[src/rtl/gray_conv_arbiter.sv]
// Two-requester RGB-to-grayscale converter: a round-robin burst arbiter feeding a
// 2-stage multiply/sum pipeline with global backpressure and a burst-length cap.
module gray_conv_arbiter #(
    parameter int MAX_BURST = 1024
) (
    input  logic        clk,
    input  logic        rst_n,
    input  logic [23:0] s0_rgb,
    input  logic [23:0] s1_rgb,
    input  logic        s0_valid,
    input  logic        s1_valid,
    input  logic        s0_last,
    input  logic        s1_last,
    output logic        s0_ready,
    output logic        s1_ready,
    output logic [7:0]  m_gray,
    output logic        m_valid,
    output logic        m_last,
    output logic        m_id,
    input  logic        m_ready,
    output logic        busy,
    output logic        cut_pulse
);

    typedef enum logic [1:0] {
        IDLE,
        SERVE0,
        SERVE1
    } state_t;

    localparam logic [15:0] LIMIT = 16'(MAX_BURST - 1);

    state_t      state, state_next;
    logic        ptr, ptr_next;
    logic [15:0] bcnt, bcnt_next;

    logic        stage1_valid, stage1_last, stage1_id;
    logic [15:0] p_r, p_g, p_b;
    logic [16:0] sum;

    logic        advance, sel_id, sel_last, accept, at_limit, burst_end;
    logic [23:0] sel_rgb;

    // A full stage1 blocked by a stalled output freezes the whole pipeline.
    always_comb begin
        advance   = !stage1_valid || !m_valid || m_ready;
        sel_id    = (state == SERVE1);
        sel_rgb   = sel_id ? s1_rgb : s0_rgb;
        sel_last  = sel_id ? s1_last : s0_last;
        s0_ready  = (state == SERVE0) && advance;
        s1_ready  = (state == SERVE1) && advance;
        accept    = (s0_valid && s0_ready) || (s1_valid && s1_ready);
        at_limit  = (bcnt == LIMIT);
        burst_end = accept && (sel_last || at_limit);
        cut_pulse = accept && at_limit && !sel_last;
        busy      = (state != IDLE) || stage1_valid || m_valid;
        sum       = 17'(p_r) + 17'(p_g) + 17'(p_b) + 17'd128;
    end

    always_comb begin
        state_next = state;
        ptr_next   = ptr;
        bcnt_next  = bcnt;
        case (state)
            IDLE: begin
                if (s0_valid && s1_valid) state_next = ptr ? SERVE1 : SERVE0;
                else if (s0_valid)        state_next = SERVE0;
                else if (s1_valid)        state_next = SERVE1;
            end
            SERVE0, SERVE1: begin
                if (burst_end) begin
                    state_next = IDLE;
                    ptr_next   = !sel_id;
                    bcnt_next  = '0;
                end else if (accept) begin
                    bcnt_next = bcnt + 16'd1;
                end
            end
            default: state_next = IDLE;
        endcase
    end

    // NOTE: state registers use non-blocking assignments so every flop samples
    // pre-edge values; blocking here would create order-dependent simulation.
    always_ff @(posedge clk) begin
        if (!rst_n) begin
            state <= IDLE;
            ptr   <= 1'b0;
            bcnt  <= '0;
        end else begin
            state <= state_next;
            ptr   <= ptr_next;
            bcnt  <= bcnt_next;
        end
    end

    always_ff @(posedge clk) begin
        if (!rst_n) begin
            stage1_valid <= 1'b0;
            stage1_last  <= 1'b0;
            stage1_id    <= 1'b0;
            p_r          <= '0;
            p_g          <= '0;
            p_b          <= '0;
            m_valid      <= 1'b0;
            m_gray       <= '0;
            m_last       <= 1'b0;
            m_id         <= 1'b0;
        end else begin
            if (advance) begin
                stage1_valid <= accept;
                if (accept) begin
                    p_r         <= 16'(sel_rgb[23:16]) * 16'd77;
                    p_g         <= 16'(sel_rgb[15:8])  * 16'd150;
                    p_b         <= 16'(sel_rgb[7:0])   * 16'd29;
                    stage1_id   <= sel_id;
                    stage1_last <= sel_last || at_limit;
                end
            end
            // Output stage refills whenever it is empty or being drained.
            if (!m_valid || m_ready) begin
                m_valid <= stage1_valid;
                if (stage1_valid) begin
                    m_gray <= 8'(sum >> 8);
                    m_id   <= stage1_id;
                    m_last <= stage1_last;
                end
            end
        end
    end

endmodule
[config.mk]
export PLATFORM = sky130hd
export DESIGN_NAME = gray_conv_arbiter
export DESIGN_NICKNAME = d
export VERILOG_FILES = /design/src/rtl/gray_conv_arbiter.sv
export SDC_FILE = /design/constraint.sdc
export NUM_CORES = 1
export LEC_CHECK = 0
export ABC_AREA = 0
export CAP_MARGIN = 25
export CORE_MARGIN = 4
export CORE_UTILIZATION = 35
export CTS_CLUSTER_DIAMETER = 120
export CTS_CLUSTER_SIZE = 12
export DETAILED_ROUTE_END_ITERATION = 6
export SLEW_MARGIN = 15
export SYNTH_ARGS = -nofsm -noshare
export SYNTH_HDL_FRONTEND = slang
export SYNTH_SLANG_ARGS = --single-unit
[constraint.sdc]
create_clock -name clk -period 5 [get_ports clk]
set_input_delay 0.75 -clock clk [delete_from_list [all_inputs] [get_ports clk]]
set_output_delay 0.75 -clock clk [all_outputs]
set_load 0.02 [all_outputs]
==> out/metrics.yaml <==
fin_ws_ns: 0.393
netlist_area_um2: 7040
setup_violations: 0
power.leakage_nw: 3.77
grt_overflow_total: 0
cts_resized: 0
htreeDepth: 3
start_kind: "flop"
via_count: 5628
arrival_ns: 4.87
start_util: 0.358
drtIter0Drc: 159
firstDrtPassIters: 4
synth_mux_area_frac: 0.0464
io_buffers: 69
cap_violations: 0
synth-compound-area-share: 0.149
cts_buffers: 9
hp-class: "flop to flop"
dp_hpwl_um: 11900
die-area_um2: 22500
syn_nets: 1028
dieHeight_um: 150
final_cell_area_um2: 8370
fin_cells: 1146
placed_area_um2: 8040
wire_per_inst_um: 12.9
grt_pass1_wl_um: 25600
critPathMaxFanout: 16
synthSimpleGateAreaFrac: 0.163
layout_min_cycle_time_ns: 4.61
syn_area_per_cell_um2: 8.68
crit_type: "flop to flop"
drc_errors: 0
clock_path_buffers: 2
powerDensity_nw_per_um2: 573
fin_nets: 1093
place_inst: 1130
hold_buffers: 0
gp_congestion: 0.789
grt_max_degree: 40
fillers: 2047
synth_xor_area_frac: 0.0498
clkTransAtPathRegs_ns: 0.06
synth.yosys.seq_area_share: 0.216
fp.dieW_um: 150
root_buffer: "clkbuf_16"
multi_input_area_um2: 5140
io_pins: 70
totalWireLength_um: 14800
cts.sinks: 76
rsz0062_at_grt: "no"
slew_headroom: 0.397
cp-end-kind: "flop"
async_flop_share: 0
rows: 51
status: "completed"
antenna_found_initial: 0
core-area_um2: 19700
whs_ns: 0.448
viasPerCell: 4.91
ys_ff_latch: 76
synth.distinct_cells: 56
drive_gt1_frac: 0.0658
tritoncts: "done"
grtUsageTotal: 0.138
worst_pin_slew_ns: 0.903
peakVddDrop_mv: 0.319
clock_skew_ns: 0.00511
synth_edf_count: 0
regArea_um2: 1520
synthCells: 811
synth_flop_cell: "dfxtp_1"
area_growth_pct: 18.9
clock_latency_ns: 0.34
ant_nets: 0
finalMaxSlewViolations: 0
hold_viol: 0
required_ns: 5.26
fin_util: 0.426
yosys_warnings: 0
setup_tns_ns: 0
power_mw: 4.80
max_freq_ghz: 0.217
synth_top_family_by_area: "adder cells"
synth-adder-area-share: 0.322
dp_slack_ns: 0.319
post-cts-setup-buffers: 0
grt_pass1_vias: 5397
diodes: 0
min_period_over_period: 0.921
critical path: stages, from the launching register on:
cell,delay (ns)
dfxtp_1,0.33
inv_1,0.09
ha_2,0.51
buf_4,0.31
buf_4,0.18
mux2_2,0.40
ha_1,0.21
inv_1,0.07
fa_1,0.44
fa_1,0.55
inv_1,0.05
ha_1,0.21
nor3_1,0.21
o21ai_0,0.22
a311oi_1,0.35
xnor2_1,0.16
nand2_1,0.07
a21oi_1,0.15
final timing paths:
path | start | end | slack, ns | cells after the start
min | p_g[7] | p_g[7] | 0.45 | 2
max reg2reg | state[0] | p_g[12] | 0.39 | 17
max | state[0] | p_g[12] | 0.39 | 17
min reg2reg | p_g[7] | p_g[7] | 0.45 | 2
power by group:
part / switching (mW) / leakage [nW] / total [mW] / internal (mW)
combinational: 1.76 / 2.99 / 3.25 / 1.49
sequential: 0.0949 / 0.616 / 0.822 / 0.727
clock: 0.248 / 0.162 / 0.726 / 0.478
state kept, by name (all words and copies together) (netlist names):
signal and count:
stage1_valid 1, m_last 1, bcnt 16, m_valid 1, ptr 1, p_r 15, state 2, m_gray 8
p_g 15, stage1_last 1, m_id 1, stage1_id 1, p_b 13
layout by cell type (no fill, tap or decap), types with 24 or more instances in the layout:
cell,count
nor2_1,42
a21oi_1,66
clkdlybuf4s50_1,69
xnor2_1,24
o21ai_0,41
fa_1,32
inv_1,71
ha_1,129
dfxtp_1,76
nand2_1,89
final cells by class:
class / instances / area share
clock buffer: 13 / 0.0323
timing repair buffer: 80 / 0.0923
clock inverter: 3 / 0.00807
multi-input combinational: 638 / 0.614
inverter: 71 / 0.0318
sequential: 76 / 0.182
tap: 265 / 0.0396
routing by layer:
metal / wire length, µm / up-vias / GRT usage
met1: 7250 / 2564 / 0.183
li1: - / 2966 / -
met3: 475 / 19 / 0.0270
met2: 6850 / 79 / 0.231
met4: 250 / 0 / 0.0352
met5: 0 / - / 0
cells in the mapped netlist (17+ instances only):
cell type / n / area (µm²)
ha_1: 130 / 1630
a21oi_1: 66 / 330
mux2_2: 21 / 236
nand2_1: 89 / 334
nand3_1: 19 / 95.1
inv_1: 71 / 267
nor2_1: 42 / 158
o21ai_0: 41 / 205
clkbuf_1: 17 / 63.8
fa_1: 32 / 641
dfxtp_1: 76 / 1520
xnor2_1: 24 / 210
cells by family after synthesis:
group | Yosys count
simple gates | 236
buf+inv | 97
flops | 76
fa+ha+maj | 162
mux | 30
compound gates | 170
xor+xnor | 40
Power figures use the tool's default switching activity.
